==> config.mk <==
export PLATFORM = sky130hd
export DESIGN_NAME = acc_alu_core
export DESIGN_NICKNAME = d
export VERILOG_FILES = /design/src/rtl/acc_alu_core.sv
export SDC_FILE = /design/constraint.sdc
export NUM_CORES = 1
export LEC_CHECK = 0
export CAP_MARGIN = 15
export CORE_UTILIZATION = 25
export DETAILED_ROUTE_END_ITERATION = 8
export MAX_ROUTING_LAYER = met4
export PLACE_DENSITY = 0.49
export REMOVE_ABC_BUFFERS = 1
export SETUP_SLACK_MARGIN = 0.3
export SLEW_MARGIN = 15
export SYNTH_ARGS = -nofsm -noshare
export SYNTH_HDL_FRONTEND = slang
export SYNTH_SLANG_ARGS = --single-unit
==> constraint.sdc <==
create_clock -name clk -period 4.1 [get_ports clk]
set_clock_uncertainty 0.05 [all_clocks]
set_input_delay 0.82 -clock clk [delete_from_list [all_inputs] [get_ports clk]]
set_output_delay 0.82 -clock clk [all_outputs]
set_load 0.1 [all_outputs]
==> src/rtl/acc_alu_core.sv <==
// acc_alu_core: bank of NUM_ACC accumulators driven by a valid/ready command
// stream, producing one result beat (value + flags) per accepted command.
// Optional feature macro: ACC_ALU_MUL_EN adds a WIDTH-cycle shift-add MUL (0x0B);
// without it 0x0B is decoded as an illegal opcode.
module acc_alu_core #(
    parameter int unsigned WIDTH     = 16,
    parameter int unsigned NUM_ACC   = 4,
    localparam int unsigned ACC_SEL_W = (NUM_ACC > 1) ? $clog2(NUM_ACC) : 1
) (
    input  logic                 clk,
    input  logic                 rst,
    input  logic                 in_valid,
    output logic                 in_ready,
    input  logic [7:0]           op,
    input  logic [ACC_SEL_W-1:0] acc_sel,
    input  logic [WIDTH-1:0]     data_in,
    output logic                 out_valid,
    input  logic                 out_ready,
    output logic [WIDTH-1:0]     data_out,
    output logic                 zero,
    output logic                 carry,
    output logic                 neg,
    output logic                 err
);

`ifdef ACC_ALU_MUL_EN
    typedef enum logic [1:0] {StIdle = 2'd0, StOut = 2'd1, StMult = 2'd2} state_e;
    localparam int unsigned CntW = $clog2(WIDTH);
`else
    typedef enum logic [1:0] {StIdle = 2'd0, StOut = 2'd1} state_e;
`endif

    state_e           state_q;
    logic [WIDTH-1:0] acc_q [NUM_ACC];
    logic [WIDTH-1:0] data_q;
    logic             zero_q;
    logic             carry_q;
    logic             neg_q;
    logic             err_q;

    logic [WIDTH-1:0] a_sel;
    logic [WIDTH-1:0] alu_res;
    logic             alu_cy;
    logic             alu_err;
    logic             accept;

`ifdef ACC_ALU_MUL_EN
    logic                 is_mul;
    logic [2*WIDTH-1:0]   mcand_q;
    logic [WIDTH-1:0]     mplier_q;
    logic [2*WIDTH-1:0]   prod_q;
    logic [CntW-1:0]      cnt_q;
    logic [ACC_SEL_W-1:0] msel_q;
    logic [2*WIDTH-1:0]   prod_nxt;
    logic                 mul_last;

    // One partial product per cycle, consuming the multiplier LSB-first.
    always_comb begin
        prod_nxt = prod_q + (mplier_q[0] ? mcand_q : '0);
        mul_last = (cnt_q == CntW'(WIDTH - 1));
    end
`endif

    // Handshake: ready in IDLE, or in OUT when the current beat is being taken.
    always_comb begin
        in_ready  = rst && ((state_q == StIdle) || ((state_q == StOut) && out_ready));
        out_valid = (state_q == StOut);
        accept    = in_valid && in_ready;
        data_out  = data_q;
        zero      = zero_q;
        carry     = carry_q;
        neg       = neg_q;
        err       = err_q;
    end

    // Single-cycle ALU on the currently selected accumulator; illegal ops keep A.
    always_comb begin
        a_sel   = acc_q[acc_sel];
        alu_res = a_sel;
        alu_cy  = 1'b0;
        alu_err = 1'b0;
`ifdef ACC_ALU_MUL_EN
        is_mul  = 1'b0;
`endif
        case (op)
            8'h00, 8'h09: alu_res = a_sel;
            8'h01: alu_res = data_in;
            8'h02: {alu_cy, alu_res} = {1'b0, a_sel} + {1'b0, data_in};
            8'h03: begin
                alu_res = a_sel - data_in;
                alu_cy  = (a_sel < data_in);
            end
            8'h04: alu_res = a_sel & data_in;
            8'h05: alu_res = a_sel | data_in;
            8'h06: alu_res = a_sel ^ data_in;
            8'h07: begin
                alu_res = {a_sel[WIDTH-2:0], 1'b0};
                alu_cy  = a_sel[WIDTH-1];
            end
            8'h08: begin
                alu_res = {1'b0, a_sel[WIDTH-1:1]};
                alu_cy  = a_sel[0];
            end
            8'h0A: alu_res = '0;
`ifdef ACC_ALU_MUL_EN
            8'h0B: is_mul = 1'b1;
`endif
            default: alu_err = 1'b1;
        endcase
    end

    // Control FSM, accumulator bank and registered result beat.
    always_ff @(posedge clk or negedge rst) begin
        if (!rst) begin
            state_q <= StIdle;
            for (int i = 0; i < NUM_ACC; i++) acc_q[i] <= '0;
            data_q  <= '0;
            zero_q  <= 1'b0;
            carry_q <= 1'b0;
            neg_q   <= 1'b0;
            err_q   <= 1'b0;
`ifdef ACC_ALU_MUL_EN
            mcand_q  <= '0;
            mplier_q <= '0;
            prod_q   <= '0;
            cnt_q    <= '0;
            msel_q   <= '0;
`endif
        end else begin
            unique case (state_q)
                StIdle, StOut: begin
                    if (accept) begin
`ifdef ACC_ALU_MUL_EN
                        if (is_mul) begin
                            mcand_q  <= {{WIDTH{1'b0}}, a_sel};
                            mplier_q <= data_in;
                            prod_q   <= '0;
                            cnt_q    <= '0;
                            msel_q   <= acc_sel;
                            state_q  <= StMult;
                        end else
`endif
                        begin
                            // Writing A at accept lets a dependent next command see it.
                            acc_q[acc_sel] <= alu_res;
                            data_q         <= alu_res;
                            zero_q         <= (alu_res == '0);
                            neg_q          <= alu_res[WIDTH-1];
                            carry_q        <= alu_cy;
                            err_q          <= alu_err;
                            state_q        <= StOut;
                        end
                    end else if ((state_q == StOut) && out_ready) begin
                        state_q <= StIdle;
                    end
                end
`ifdef ACC_ALU_MUL_EN
                StMult: begin
                    prod_q   <= prod_nxt;
                    mcand_q  <= mcand_q << 1;
                    mplier_q <= mplier_q >> 1;
                    cnt_q    <= cnt_q + CntW'(1);
                    if (mul_last) begin
                        acc_q[msel_q] <= prod_nxt[WIDTH-1:0];
                        data_q        <= prod_nxt[WIDTH-1:0];
                        zero_q        <= (prod_nxt[WIDTH-1:0] == '0);
                        neg_q         <= prod_nxt[WIDTH-1];
                        carry_q       <= |prod_nxt[2*WIDTH-1:WIDTH];
                        err_q         <= 1'b0;
                        state_q       <= StOut;
                    end
                end
`endif
                default: state_q <= StIdle;
            endcase
        end
    end

endmodule

==> results of run 1 <==
sequential cells by signal, indices dropped and copies added (netlist names):
| signal | cells |
|---|---|
| err | 1 |
| carry | 1 |
| data_out | 16 |
| zero | 1 |
| state_q | 1 |
| acc_q | 64 |
power groups by stage:
stage / Combinational [mW] / Clock [mW] / Sequential, mW
global placement: 2.33 / 0 / 1.12
detailed placement: 2.32 / 0 / 1.12
floorplan: 0.972 / 0 / 1.43
finish: 2.66 / 0.880 / 1.11
CTS: 2.56 / 0.898 / 1.11
global route: 2.84 / 0.933 / 1.13
routing by layer:
| layer | GRT usage [%] | vias up | part of all wire (%) |
|---|---|---|---|
| met5 | - | - | 0 |
| met4 | 7.37 | 0 | 3.3 |
| met3 | 2.17 | 54 | 4.3 |
| met2 | 28.9 | 173 | 46 |
| met1 | 24.0 | 3229 | 47 |
| li1 | - | 3116 | - |
cells in the final DEF (no fill, tap or decap), drive strengths merged, types with 13 or more instances in the layout:
cell type,count
inv,53
buf,223
nor3,16
nor2b,13
nand2b,13
nand2,66
dfrtp,84
ha,54
mux4,16
clkdlybuf4s50,47
o21ai,31
a21oi,46
mux2,61
nor2,59
metrics by stage:
step                hold WS (ps)  cells  TNS [ps]
global route                 458   1304         0
finish                       422   1304         0
floorplan                    395    682     -1170
global placement             413   1263    -39380
detailed placement           411   1263    -39260
CTS                          427   1294         0
worst min-delay path by stage:
stage | end | slack (ps) | depth (start not counted)
3_5_place_dp | data_out[4]$_DFFE_PN0P_ | 410 | 2
6_report | data_out[4]$_DFFE_PN0P_ | 420 | 2
2_1_floorplan | acc_q[25]$_DFFE_PN0P_ | 390 | 2
5_1_grt | acc_q[27]$_DFFE_PN0P_ | 460 | 2
4_1_cts | data_out[4]$_DFFE_PN0P_ | 430 | 2
3_3_place_gp | data_out[4]$_DFFE_PN0P_ | 410 | 2
cell type report:
cell class                 count  area [sq um]
clock buffer                  11           243
clock inverter                 5          85.1
fill                        2649         16200
inverter                      54           203
multi-input combinational    544          4770
sequential                    84          2100
tap                          335           419
timing repair buffer         271          2270
worst max-delay path, delay by kind of cell:
| family | cells | cell delay [ps] |
|---|---|---|
| multiplexers | 1 | 550 |
| AND/OR/NAND/NOR | 4 | 950 |
| AO/OA/AOI/OAI | 4 | 760 |
| XOR/XNOR | 1 | 210 |
| buffers and inverters | 5 | 660 |
| adder cells (fa/ha/maj) | 1 | 220 |
timing repair:
item                       CTS  global route
setup buffers               15            10
hold buffers                 0             0
resized for setup           91            36
pin swaps                   29            20
setup endpoints to repair   62            47
kinds of logic after synthesis:
family,Yosys count,synth area share (%)
fa+ha+maj,56,10.6
flops,84,31.2
compound gates,184,19.2
buf+inv,97,5.86
simple gates,208,15.1
mux,81,16.2
xor+xnor,15,1.95
==> metrics, run 1 <==
outcome complete, but fails checks; failing checks design-rule violations; first-pass GRT wire length 38500 um; setup ws final 131 ps; Power Dens Cells 460 mW/mm^2; synth unique cells 74; Root Buffer clkbuf_16; count of state elements after synthesis 84; worst slew pin tran 1040 ps; Final HPWL DP 18700 um; CP required 4290 ps; Avg Inst Size Synth 9.31 sq um; Routed WL 24300 um; Initial Util 25.7%; leak pwr 4.51 nW; Fin. Hold Viols 0; number of synthesized flops with an enable pin 0; slowest CP cell mux4_2; Critical Path Source Type input pin; Congestion Overflow GR 0; worst-path maximum fanout 6; DP Area 0.00902 sq mm; final setup fails 0; clock-pin transition on the worst setup and hold timing paths 60 ps; DR vias 6572; Async SR Flop Fraction 100%; Largest stage delay, worst path 550 ps; Relative slew margins 30.4%; Ys Warns 0; switching power 1.89 mW; GRT Resource Usage Total 18.4%; Die ar. 0.0276 sq mm; layout cells sized above 1 41.0%; 1st-pass router iterations 7; WP data arrival 4160 ps; # H-tree levels 3; Layout Utilization 38.4%; Sw Share 40.7%; top_reg_cell synth dfrtp_1; Peak supply drop 355 uV; Final Net Count 1050; Mapped Cells 725; reg2reg end zero$_DFFE_PN0P_; Skew-Pair Late Insertion Delay 340 ps; Placement Setup Slack -1070 ps; clock power share 18.9%; reg2reg start acc_q[49]$_DFFE_PN0P_; largest net degree at the start of global routing 62; synth cell count leaders 84 x dfrtp_1, 66 x nand2_1, 61 x mux2_2; hold crit path type flip-flop to flip-flop; Die Wd 166 um; Peak Freq 0.252 GHz; average routed wire per standard cell 18.6 um; DRT iter0 DRCs 438; I/O pin cnt 52; initial antenna violation count 0; top post-synthesis cells by area dfrtp_1 31%, mux2_2 10%, ha_1 10%; chip height 166 um; CP endpoint zero$_DFFE_PN0P_; R2R depth 14; Area growth, synth to finish 49.6%; CP dominant cell by count buf_4; Post-DRT Antenna Nets 0; # port buffers 51; post-route cell area 0.0101 sq mm; FF-to-FF setup slack 470 ps; Synth top area share 31.2%; Crit. Startpoint acc_sel[0]; vias in the first global route 6778; PnR Total Power 4.65 mW; Clock Sinks 84; Clock Tree Buf Depth 2; top-count cell post-synth dfrtp_1; internal power 2.76 mW; Final GP Congestion 0.926; register area share after synthesis 31.2%; synthesized cell area 0.00675 sq mm; unrepaired setup endpoints after global routing yes; clock buffer count from CTS 9; Period Utilization, post-route 96.8%; Final min period 3970 ps; Setup crit end kind flip-flop; max-slew violation count 0; Antenna Cells 0; Via density 5.04; drt drc 1; Core Area 0.0263 sq mm; worst path cell trace buf_6 -> buf_8 -> mux4_2 -> buf_4 -> buf_4 -> ha_1 -> a211oi_2 -> buf_4 -> nor2_1 -> xnor2_1 -> o211ai_1 -> a2bb2oi_2 -> or4_4 -> nor4_4 -> nand4_1 -> o41ai_2; hold path startpoint data_out[4]$_DFFE_PN0P_; sequential fraction of design power 23.9%; Yosys top cell by area dfrtp_1; # Max-Cap Violations 0; FP Rows 59; Comb pwr share 57.2%; kind of critical path input pin to flip-flop; CTS tree built
No activity file was read; power rests on OpenSTA's default activity.
==> run 2: changes to the inputs <==
Settings changed: CAP_MARGIN 15 to unset, MAX_ROUTING_LAYER met4 to unset.
==> metrics, run 2 (synthesis gave the netlist of run 1 again) <==
Clock Sinks 84; Clock Tree Buf Depth 2; slowest CP cell mux4_2; I/O pin cnt 52; Peak Freq 0.247 GHz; most frequent cells in the layout 200 x buf_4, 84 x dfrtp_1, 65 x nand2_1; Via density 5.05; Most flops, register acc_q; Core Area 0.0263 sq mm; Final min period 4040 ps; Final GP Congestion 0.927; # Max-Cap Violations 0; CP required 4270 ps; Die Wd 166 um; Peak supply drop 402 uV; worst-path maximum fanout 7; Final HPWL DP 18600 um; outcome complete, but fails checks; Post-DRT Antenna Nets 0; DRT iter0 DRCs 487; Period Utilization, post-route 98.6%; DR vias 6578; Largest stage delay, worst path 540 ps; initial antenna violation count 0; Initial Util 25.7%; hold crit path type input pin to asynchronous set/reset pin; Critical Path Source Type input pin; Antenna Cells 0; commonest non-fill, non-tap cell in the layout buf_4; post-route cell area 0.0102 sq mm; chip height 166 um; Relative slew margins 28.6%; CP dominant cell by count buf_4; Setup crit end kind flip-flop; WHS 267 ps; clock buffer count from CTS 9; Fin. Hold Viols 0; layout cells sized above 1 41.8%; Skew-Pair Late Insertion Delay 340 ps; post-cts hold buffer count 0; vias in the first global route 6766; final setup fails 0; critical path's top delay family buffers and inverters; Area growth, synth to finish 50.6%; # port buffers 51; DP Area 0.00897 sq mm; # H-tree levels 3; drt drc 1; GRT Resource Usage Total 17.9%; 1st-pass router iterations 7; Congestion Overflow GR 0; Root Buffer clkbuf_16; FP Rows 59; Routed WL 24500 um; max reg flops 64; Buf+Inv Stages, Crit Path 9; max-slew violation count 0; clock-pin transition on the worst setup and hold timing paths 60 ps; first-pass GRT wire length 38600 um; Power Dens Cells 458 mW/mm^2; average routed wire per standard cell 18.8 um; worst path cell trace buf_6 -> buf_12 -> mux4_2 -> inv_2 -> ha_4 -> buf_6 -> nor3_4 -> a221oi_2 -> buf_4 -> a2111oi_4 -> buf_4 -> o41ai_2 -> buf_4 -> mux2i_1 -> o32a_1 -> buf_4 -> buf_6 -> mux2_2; leak pwr 4.52 nW; TNS Setup 0 ps; Final Net Count 1049; PnR Total Power 4.65 mW; largest net degree at the start of global routing 76; unrepaired setup endpoints after global routing yes; CTS tree built; kind of critical path input pin to flip-flop; Die ar. 0.0276 sq mm; failing checks design-rule violations; worst slew pin tran 1060 ps; placed cells 1261; Final Non-Filler Cells 1303; WP data arrival 4210 ps
## run 2: cell types whose count changed in the layout (fill, tap and decap cells not counted), moves of 3 or more
cell    delta
buf_6      +8
inv_1      -3
nor2_2     -4
nor2_1     +3
inv_2      +3
buf_4      -7
mux2_4     +4
mux2_2     -4
## run 2: cell type report
cell class,instances,area [sq um]
Fill cell,2640,16100
Timing Repair Buffer,270,2280
Clock inverter,4,48.8
Clock buffer,12,246
Tap cell,335,419
Inverter,54,203
Sequential cell,84,2100
Multi-Input combinational cell,544,4860
## run 2: path summary, 6_finish.rpt
check / start / to / slack, ps / cells past startpoint
min: rst / acc_q[47]$_DFFE_PN0P_ / 270 / 1
max: acc_sel[0] / acc_q[29]$_DFFE_PN0P_ / 60 / 18
min reg2reg: data_out[10]$_DFFE_PN0P_ / data_out[10]$_DFFE_PN0P_ / 430 / 2
max reg2reg: acc_q[50]$_DFFE_PN0P_ / acc_q[29]$_DFFE_PN0P_ / 390 / 16
max in group asynchronous: rst / data_out[2]$_DFFE_PN0P_ / 2530 / 2
min in group clk: data_out[10]$_DFFE_PN0P_ / data_out[10]$_DFFE_PN0P_ / 430 / 2
## run 2: per-stage QoR
| stage | util (%) | worst slack, ps |
|---|---|---|
| 6_report | 38.6 | 59.1 |
| 5_1_grt | 38.6 | -13.2 |
| 4_1_cts | 37.7 | 124 |
| 3_5_place_dp | 34.1 | -1180 |
| 3_3_place_gp | 34.1 | -1030 |
| 2_1_floorplan | - | -83.5 |
## run 2: layer usage
metal | share of wire, % | GRT usage (%) | up-vias
li1 | - | - | 3118
met3 | 3.4 | 1.57 | 42
met1 | 47 | 24.2 | 3234
met4 | 2.2 | 6.12 | 0
met5 | 0 | 0 | -
met2 | 48 | 29.9 | 184
## run 2: timing repair
action	CTS	global route
resized for setup	111	45
pin swaps	25	27
buffers inserted	19	6
gates cloned	1	0
endpoints found under the setup margin	61	53
## run 2: report_power, final
group	internal [mW]	switching, mW
Clock	0.488	0.316
Sequential	1.02	0.100
Combinational	1.24	1.49
Total	2.74	1.91
